<file path="config.mk">
export PLATFORM = sky130hd
export DESIGN_NAME = job_launcher
export DESIGN_NICKNAME = d
export VERILOG_FILES = /design/src/rtl/job_launcher.sv
export SDC_FILE = /design/constraint.sdc
export NUM_CORES = 1
export LEC_CHECK = 0
export ABC_AREA = 1
export BUFFER_PORTS_ARGS = -buffer_cell sky130_fd_sc_hd__buf_2
export CAP_MARGIN = 40
export CORE_MARGIN = 3
export CORE_UTILIZATION = 55
export DETAILED_ROUTE_END_ITERATION = 12
export PLACE_DENSITY_LB_ADDON = 0.1
export SKIP_CTS_REPAIR_TIMING = 1
export SYNTH_ARGS = -nofsm -noshare
export SYNTH_HDL_FRONTEND = slang
export SYNTH_SLANG_ARGS = --single-unit
</file>
<file path="constraint.sdc">
create_clock -name clk -period 2.5 [get_ports clk]
set_clock_uncertainty 0.15 [all_clocks]
set_input_delay 0.5 -clock clk [delete_from_list [all_inputs] [get_ports clk]]
set_output_delay 0.5 -clock clk [all_outputs]
set_load 0.05 [all_outputs]
</file>
<file path="src/rtl/job_launcher.sv">
// rtl/job_launcher.sv - queues job IDs, launches them on the go/finish timer under a watchdog, reports completions
module job_launcher #(
    parameter int DEPTH   = 4,
    parameter int ID_W    = 4,
    parameter int TIMEOUT = 20,
    parameter int CLR_CYC = 2
) (
    input  logic            clk,
    input  logic            rst_n,
    input  logic            req_valid,
    input  logic [ID_W-1:0] req_id,
    output logic            req_ready,
    output logic            go,
    output logic            tmr_rst_n,
    input  logic            finish,
    input  logic [1:0]      tmr_state,
    output logic            done_valid,
    output logic [ID_W-1:0] done_id,
    output logic            done_err,
    input  logic            done_ready,
    output logic [7:0]      jobs_ok,
    output logic [7:0]      jobs_err,
    output logic            busy
);
    localparam int AW  = $clog2(DEPTH);
    localparam int CW  = AW + 1;
    localparam int WW  = $clog2(TIMEOUT + 1);
    localparam int CCW = $clog2(CLR_CYC + 1);

    typedef enum logic [2:0] {IDLE, LAUNCH, RUN, REPORT, CLEAR} state_t;

    state_t          state, state_d;
    logic [ID_W-1:0] mem [DEPTH];
    logic [AW-1:0]   wr_ptr, rd_ptr;
    logic [CW-1:0]   count;
    logic [ID_W-1:0] cur_id;
    logic [WW-1:0]   wcnt;
    logic [CCW-1:0]  ccnt;
    logic            full, empty, push, pop;

    assign full      = (count == CW'(DEPTH));
    assign empty     = (count == '0);
    assign req_ready = !full;
    assign push      = req_valid && !full;
    assign pop       = (state == LAUNCH);
    assign busy      = (state != IDLE) || !empty;

    always_comb begin
        state_d = state;
        case (state)
            IDLE:    if (!empty && tmr_state == 2'b00 && tmr_rst_n) state_d = LAUNCH;
            LAUNCH:  state_d = RUN;
            RUN:     if (finish || wcnt == WW'(TIMEOUT - 1)) state_d = REPORT;
            REPORT:  if (done_ready) state_d = CLEAR;
            CLEAR:   if (ccnt == CCW'(CLR_CYC - 1)) state_d = IDLE;
            default: state_d = IDLE;
        endcase
    end

    // Storage needs no reset; occupancy is governed by count and the pointers.
    always_ff @(posedge clk) begin
        if (push) mem[wr_ptr] <= req_id;
    end

    always_ff @(posedge clk or negedge rst_n) begin
        if (!rst_n) begin
            wr_ptr <= '0;
            rd_ptr <= '0;
            count  <= '0;
        end else begin
            if (push) wr_ptr <= wr_ptr + 1'b1;
            if (pop)  rd_ptr <= rd_ptr + 1'b1;
            if (push && !pop)      count <= count + 1'b1;
            else if (pop && !push) count <= count - 1'b1;
        end
    end

    // Outputs are registered from the next state so each is high exactly while in its state.
    always_ff @(posedge clk or negedge rst_n) begin
        if (!rst_n) begin
            state      <= IDLE;
            go         <= 1'b0;
            tmr_rst_n  <= 1'b0;
            done_valid <= 1'b0;
            done_id    <= '0;
            done_err   <= 1'b0;
            jobs_ok    <= '0;
            jobs_err   <= '0;
            cur_id     <= '0;
            wcnt       <= '0;
            ccnt       <= '0;
        end else begin
            state      <= state_d;
            go         <= (state_d == LAUNCH);
            tmr_rst_n  <= (state_d != CLEAR);
            done_valid <= (state_d == REPORT);
            case (state)
                LAUNCH: begin
                    cur_id <= mem[rd_ptr];
                    wcnt   <= '0;
                end
                RUN: begin
                    if (state_d == REPORT) begin
                        done_id  <= cur_id;
                        done_err <= !finish;
                    end else begin
                        wcnt <= wcnt + 1'b1;
                    end
                end
                REPORT: begin
                    if (done_ready) begin
                        if (done_err) jobs_err <= jobs_err + 8'd1;
                        else          jobs_ok  <= jobs_ok + 8'd1;
                        ccnt <= '0;
                    end
                end
                CLEAR:   ccnt <= ccnt + 1'b1;
                default: ;
            endcase
        end
    end
endmodule

</file>
After elaboration in Yosys (flattened, before gate mapping)
Memories as Yosys holds them, arrays and structs flattened. A register that Yosys moved wholly into a read port is not among the register bits.
Cells that the tools add are included.
- memories: 1
- memory bits (writable): 16
- flip-flop bits (word level): 41
- memory list (name ; depth ; width ; read ports ; clocked after memory_dff ; write ports ; RTL line ; text):
    mem ; 4 ; 4 ; 1 ; 1 ; 1 ; 33 ; logic [ID_W-1:0] mem [DEPTH];
- bitwise operators: 1
- reduce and logical (&&, ||, !) cells: 25
- add/subtract/negate cells: 8
- eq/ne operators: 12
- muxes and demuxes: 13
- operators by type and width (cell ; number):
    2-to-1 mux 3 bit ; 6
    adder 8 x 1 -> 8 bit, second input constant ; 2
    one-hot mux 3 bit (5 select lines) ; 1
    one-hot mux 5 bit (2 select lines) ; 1
    equality test 3 x 2 -> 1 bit, second input constant ; 3
    adder 2 x 1 -> 2 bit, second input constant ; 3
    equality test 3 x 1 -> 1 bit, second input constant ; 2
    equality test 3 bit, second input constant ; 2
    logical NOT 1 bit ; 6
    logical NOT 3 bit ; 2
    AND reduction 2 bit ; 3
    AND reduction 3 bit ; 2
    nonzero test 2 bit ; 3
    adder 5 x 1 -> 5 bit, second input constant ; 1
    equality test 5 bit, second input constant ; 1
    logical AND 1 bit ; 5
    2-to-1 mux 5 bit ; 1
    inequality test 2 bit, second input constant ; 2
    one-hot mux 2 bit (2 select lines) ; 1
    adder 3 x 1 -> 3 bit, second input constant ; 1
    inequality test 3 bit, second input constant ; 1
    nonzero test 3 bit ; 1
    subtractor 3 x 1 -> 3 bit, second input constant ; 1
    equality test 2 x 1 -> 1 bit, second input constant ; 1
    other kinds (5) ; 7

Logic depth before layout (Yosys ltp)
Gate-level depths: netlist of run 1.
- depth in word-level cells: 9
- mapped depth: 10
- mapped depth without buffers: 10

Least setup slack after synthesis of run 1
No wires, ideal clock.
- path type: reg2reg
- start point: register count[0]
- end point: register count[2]
- buffers on the path: 0
- arrival: 2179 ps
- clock period less this slack: 2460 ps
- setup slack: 40 ps
- data required time: 2219 ps
- library setup time: 131 ps
- cell stages (with the launch flop): 11
- path through: dfrtp_1 inv_1 nand3_1 nand2_1 inv_1 ha_1 inv_1 fa_1 a21oi_1 o21ai_0 xor2_1
- cells in the longest elaborated chain, start to end: 6
- elaborated cells on any way between the ends: 11
- classes of those cells: add/sub: 2; eq/ne: 1; mux: 2; reduce/logical: 6
- RTL lines (element ; RTL line ; text):
    from (decl) ; 35 ; logic [CW-1:0] count;
    from (signal assigned) ; 73 ; if (push && !pop) count <= count + 1'b1;
    from (signal assigned) ; 74 ; else if (pop && !push) count <= count - 1'b1;
    equality test 3 bit (*) ; 41 ; assign full = (count == CW'(DEPTH));
    logical NOT 1 bit (*) ; - ;
    named net req_ready ; 12 ; output logic req_ready,
    logical AND 1 bit (*) ; 44 ; assign push = req_valid && !full;
    named net push ; 39 ; logic full, empty, push, pop;
    logical NOT 1 bit ; 74 ;
    logical AND 1 bit ; 74 ;
    nonzero test 2 bit (no line) ; - ;
The timed path passes the listed nets; every way through them passes the cells marked *. The select of a mux whose other input is x is not followed.
A chain may end at the register's enable or synchronous reset.

Final worst setup path of run 1
- start point: register count[0]
- end point: register count[2]
- cells in the longest elaborated chain, start to end: 6
- elaborated cells on any way between the ends: 11
- classes of those cells: add/sub: 2; eq/ne: 1; mux: 2; reduce/logical: 6
- RTL lines (element ; RTL line):
    equality test 3 bit (*) ; 41
    logical NOT 1 bit (*) ; 44
    logical AND 1 bit (*) ; 44
    named net push ; 39
    logical NOT 1 bit ; 74
    logical AND 1 bit ; 74
    nonzero test 2 bit (no line) ; -
Marked as above.

==> results of run 1 <==
-- kinds of logic after synthesis --
group / count (synthesis) / synth area share [%]
adders and majority gates: 10 / 4.74
buffers and inverters: 41 / 5.68
AOI/OAI and AO/OA: 31 / 5.55
DFF: 61 / 57.4
xor gates and xnor gates: 19 / 5.95
and+or+nand+nor: 130 / 20.6
-- critical path, delay by kind of cell (launching register included) --
family | cells | cell delay (ns)
xor+xnor | 1 | 0.16
flops | 1 | 0.41
compound gates | 2 | 0.25
simple gates | 2 | 0.26
buf+inv | 3 | 0.32
fa+ha+maj | 2 | 0.54
-- worst max-delay path by stage --
stage             start  endpoint  slack, ns
6_report       count[0]  count[2]       0.29
4_1_cts        count[0]  count[2]       0.29
3_3_place_gp   count[0]  count[2]       0.41
5_1_grt        count[0]  count[2]       0.11
3_5_place_dp   count[0]  count[2]       0.34
2_1_floorplan  count[0]  count[2]       0.04
-- registers in the layout, indices dropped and copies added, names as in the netlist, 3 cells and up --
name	flops
jobs_err	8
mem	16
cur_id	4
state	3
jobs_ok	8
count	3
done_id	4
wcnt	5
-- per-stage QoR --
stage               cell area (µm²)  hold slack [ns]
finish                         3280          -0.0118
global route                   3280          0.00409
CTS                            3280         -0.00749
detailed placement             3070            0.321
global placement               3070            0.301
floorplan                      2800           0.0544
-- per-layer routing --
| layer | vias up | wire length, µm | GRT usage, % |
|---|---|---|---|
| met5 | - | 0 | 0 |
| met4 | 0 | 81 | 9.43 |
| met3 | 9 | 215 | 5.16 |
| met2 | 33 | 2270 | 28.2 |
| met1 | 931 | 2290 | 23.9 |
| li1 | 1022 | - | - |
-- power by group through the flow --
| stage | Combinational (W) | Clock (W) | Sequential [W] |
|---|---|---|---|
| finish | 0.00146 | 0.000908 | 0.00155 |
| global route | 0.00163 | 0.000981 | 0.00159 |
| CTS | 0.00147 | 0.000929 | 0.00155 |
| detailed placement | 0.00146 | 0 | 0.00156 |
| global placement | 0.00143 | 0 | 0.00156 |
| floorplan | 0.000804 | 0 | 0.00187 |
-- cells in the mapped netlist --
cell,n
nand2_4,2
nor2_4,1
edfxtp_1,16
nor2_1,36
clkinv_2,1
nor3_1,1
ha_1,9
a21oi_1,2
nand3_2,1
fa_1,1
dfrtp_1,45
inv_4,1
clkbuf_1,1
buf_2,1
o21ai_0,29
xor2_1,11
nand2_1,58
nand3_1,15
inv_1,37
nor2_2,3
nand2_2,8
xnor2_1,8
nand4_1,5
-- final cells by class --
cell class | instances | share of cell area [%]
clock buffers | 9 | 3.78
clock inverters | 7 | 2.44
inverters | 39 | 4.58
multi-input cells | 190 | 31.5
flip-flops and latches | 61 | 49.0
well taps | 67 | 2.56
repair buffers | 37 | 6.11
==> flow_summary.ini, run 1 <==
[pwr]
power.leakage_nw = 1.64
switching_power_w = 0.00165
p_seq_share_pct = 39.5
p_per_area_mw_per_mm2 = 1200
internal-power_w = 0.00227
switching_share_pct = 42.0
peakVddDrop_uv = 692
power_w = 0.00392
clockPowerShare_pct = 23.2
comb_power_share_pct = 37.3

[place]
place_ws_ns = 0.344
gp_congestion = 0.794
placement.io_buffers = 36
hpwlAfterDp_um = 3400
placed_cells = 394

[finish]
multi_input_area_mm2 = 0.00103
layout_commonest_cell = nand2_1
regArea_mm2 = 0.00161
fillers = 412
final_cell_mix = 58 x nand2_1, 45 x dfrtp_1, 37 x inv_1, 36 x nor2_1, 36 x buf_2
final_util_pct = 68.0
final_nets = 359
diodes = 0
syn_to_final_growth_pct = 17.1
layout-drive-gt1-share_pct = 19.2
fin_cells = 410

[global_routing]
grt_pass1_wl_um = 8560
first_global_vias = 1938
antenna_found_initial = 0
grt_max_degree = 46
grt.total_usage_pct = 18.4
overflow = 0

[setup_path]
cp_cell_sequence = inv_1, nand3_1, nand2_1, inv_1, ha_1, inv_1, fa_1, a21oi_1, o21ai_0, xor2_1
ff2ff_setup_slack_ns = 0.29
required_ns = 2.56
r2r-start = count[0]
worstSetupEndpointType = flop
ff2ff_path_depth = 10
critPathLaunchType = flop
cp_common_cell = inv_1
critPathArrivalTime_ns = 2.27
cp_slowest_cell = dfrtp_1
path_max_fanout = 6
slowest_delay_ns = 0.41
reg2reg_to = count[2]
crit_type = flop to flop

[detailed_routing]
drtIter0Drc = 62
num_vias = 1995
drc = 0
wl_um = 4860
ant_nets = 0
wire_per_inst_um = 11.9
viasPerCell = 4.87
first_pass_iters = 4

[timing]
tightestPinTransition_ns = 0.415
finalSetupViolCount = 0
period_share_pct = 88.4
setup-tns-final_ns = 0
fmax_ghz = 0.453
slew_headroom_pct = 72.3
setup_ws_ns = 0.291
slew_viol_final = 0
fin_crit_ns = 2.21
whs_ns = -0.0118
hold_violations = 21
rsz0062_at_grt = false

[yosys]
synth_area_mm2 = 0.00280
synth_cells = 292
synth_warnings = 0
ys_types = 23
syn-num-nets = 313
ys_ff_latch = 61
yosysTopAreaCell = dfrtp_1
synth_seq_area_share_pct = 57.4
synth_top_area_share_pct = 40.3
synth.area.top_cells = dfrtp_1 40%, edfxtp_1 17%, nand2_1 7.8%, o21ai_0 5.2%, inv_1 5.0%
synth.avg_cell_area_um2 = 9.58

[floorplanning]
ioPinCount = 37
core_area_mm2 = 0.00482
initial_core_util_pct = 58.1
fp.dieH_um = 77.3
row_count = 25
die_w_um = 77.3
dieArea_mm2 = 0.00598

[outcome]
violations = negative hold slack
status = complete, but fails checks

[flow_run]
max_cap_viol_count = 0

[clock_network]
cts_sinks = 61
cts_buffers = 9
path_clk_slew_ns = 0.06
cts_tree = built
clk-insertion-delay-late_ns = 0.33
htreeDepth = 3
cts-root-buf = clkbuf_8
clockBufferDepth = 2

[min_path]
hold_class = input pin to asynchronous set/reset pin
(Power assumes the default switching activity.)
==> run 2, diff against run 1 <==
--- a/config.mk
+++ b/config.mk
@@ -9,7 +9,7 @@
 export BUFFER_PORTS_ARGS = -buffer_cell sky130_fd_sc_hd__buf_2
 export CAP_MARGIN = 40
 export CORE_MARGIN = 3
-export CORE_UTILIZATION = 55
+export CORE_UTILIZATION = 50
 export DETAILED_ROUTE_END_ITERATION = 12
 export PLACE_DENSITY_LB_ADDON = 0.1
 export SKIP_CTS_REPAIR_TIMING = 1
==> run 2 against run 1 <==
Against the previous run:
- the flow now finishes without violations
- clock power is 22% lower
- via count decreased by 1.1%
- register-to-register slack better by 0.05 ns
- worst hold slack gained 0.076 ns
==> flow_summary.ini, run 2 (same netlist as run 1, synthesis figures left out) <==
[outcome]
status = finished clean

[detailed_routing]
first_pass_iters = 4
ant_nets = 0
drtIter0Drc = 82
num_vias = 1974
wl_um = 4840
viasPerCell = 4.77
drc = 0
wire_per_inst_um = 11.7

[timing]
rsz0062_at_grt = false
setup-tns-final_ns = 0
setup_ws_ns = 0.337
tightestPinTransition_ns = 0.718
fmax_ghz = 0.462
slew_viol_final = 0
slew_headroom_pct = 52.2
fin_crit_ns = 2.16
hold_violations = 0
finalSetupViolCount = 0
period_share_pct = 86.5

[finish]
layout_commonest_cell = nand2_1
diodes = 0
layout-drive-gt1-share_pct = 19.8
syn_to_final_growth_pct = 15.4
fillers = 471
reg.largest.list = mem: 16 flops, jobs_err: 8 flops, jobs_ok: 8 flops
largest_register = mem
largest_reg_flops = 16
final_nets = 360
fin_cells = 414
final_cell_mix = 58 x nand2_1, 45 x dfrtp_1, 37 x inv_1, 36 x nor2_1, 36 x buf_2

[global_routing]
first_global_vias = 1855
grt.total_usage_pct = 16.9
antenna_found_initial = 0
overflow = 0
grt_pass1_wl_um = 8200
grt_max_degree = 33

[pwr]
power_w = 0.00372
power.leakage_nw = 1.61
p_per_area_mw_per_mm2 = 1150
peakVddDrop_uv = 590

[setup_path]
required_ns = 2.56
cp_common_cell = inv_1
cp_cell_sequence = inv_1, nand3_1, nand2_1, inv_1, ha_1, inv_1, fa_1, a21oi_1, o21ai_0, xor2_1
worstSetupEndpointType = flop
slowest_delay_ns = 0.40
ff2ff_setup_slack_ns = 0.34
critPathLaunchType = flop
critPathArrivalTime_ns = 2.22
reg2reg_to = count[2]
crit_type = flop to flop
path_max_fanout = 6
cp_slowest_cell = dfrtp_1
r2r-start = count[0]
ff2ff_path_depth = 10

[clock_network]
cts-root-buf = clkbuf_8
path_clk_slew_ns = 0.07
htreeDepth = 3
clk-insertion-delay-late_ns = 0.33
cts_tree = built
cts_sinks = 61
cts_buffers = 9
clockBufferDepth = 2

[place]
gp_congestion = 0.720
placed_cells = 398
placement.io_buffers = 36
place_ws_ns = 0.347
hpwlAfterDp_um = 3500

[floorplanning]
fp.dieH_um = 80.8
initial_core_util_pct = 53.1
ioPinCount = 37
core_area_mm2 = 0.00527
dieArea_mm2 = 0.00653
row_count = 26
die_w_um = 80.8

[min_path]
hold_class = input pin to asynchronous set/reset pin

[flow_run]
max_cap_viol_count = 0
-- run 2: cell count changes in the layout (fill, tap and decap cells not counted) --
cell / change
clkinv_2: +2
clkinv_1: -2
bufinv_16: -2
buf_4: +2
clkbuf_1: +1
clkinvlp_4: +1
buf_12: -1
-- run 2: cell type report --
class	count	area (µm²)	share of cell area (%)
Tap cell	70	87.6	2.71
Sequential cell	61	1610	49.8
Timing Repair Buffer	38	195	6.05
Clock inverter	6	30.0	0.930
Multi-Input combinational cell	190	1030	31.9
Clock buffer	10	128	3.95
Inverter	39	150	4.65
-- run 2: power breakdown --
part / internal, W / switching, W / total (W)
Combinational: 0.000409 / 0.00105 / 0.00146
Sequential: 0.00132 / 0.000225 / 0.00155
Clock: 0.000347 / 0.000364 / 0.000711
-- run 2: metal layers --
layer / up-vias / global-route usage [%] / wire (µm)
li1: 1022 / - / -
met1: 904 / 21.0 / 2270
met2: 41 / 26.7 / 2230
met3: 7 / 4.88 / 233
met4: 0 / 9.63 / 104
met5: - / 0 / 0
-- run 2: how the worst max path moves through the flow --
stage              from        to  slack [ns]  cells after the start
2_1_floorplan  count[0]  count[2]        0.04                     10
3_3_place_gp   count[0]  count[2]        0.40                     10
3_5_place_dp   count[0]  count[2]        0.35                     10
4_1_cts        count[0]  count[2]        0.32                     10
5_1_grt        count[0]  count[2]        0.10                     10
6_report       count[0]  count[2]        0.34                     10
-- run 2: through the flow --
| step | instance area, µm² | hold slack [ns] | utilization [%] |
|---|---|---|---|
| final | 3230 | 0.0646 | 61.3 |
| after global placement | 3070 | 0.301 | 58.3 |
| after detailed placement | 3070 | 0.306 | 58.3 |
| after floorplan | 2800 | 0.0544 | - |
| after CTS | 3230 | 0.0817 | 61.3 |
| after global routing | 3230 | 0.106 | 61.3 |
-- run 2: critical path: cells and delay by family, from the launching register on --
family	cells	cell delay, ns
AOI/OAI and AO/OA	2	0.24
xor gates and xnor gates	1	0.16
adders and majority gates	2	0.55
buffers and inverters	3	0.30
DFF	1	0.40
and+or+nand+nor	2	0.25
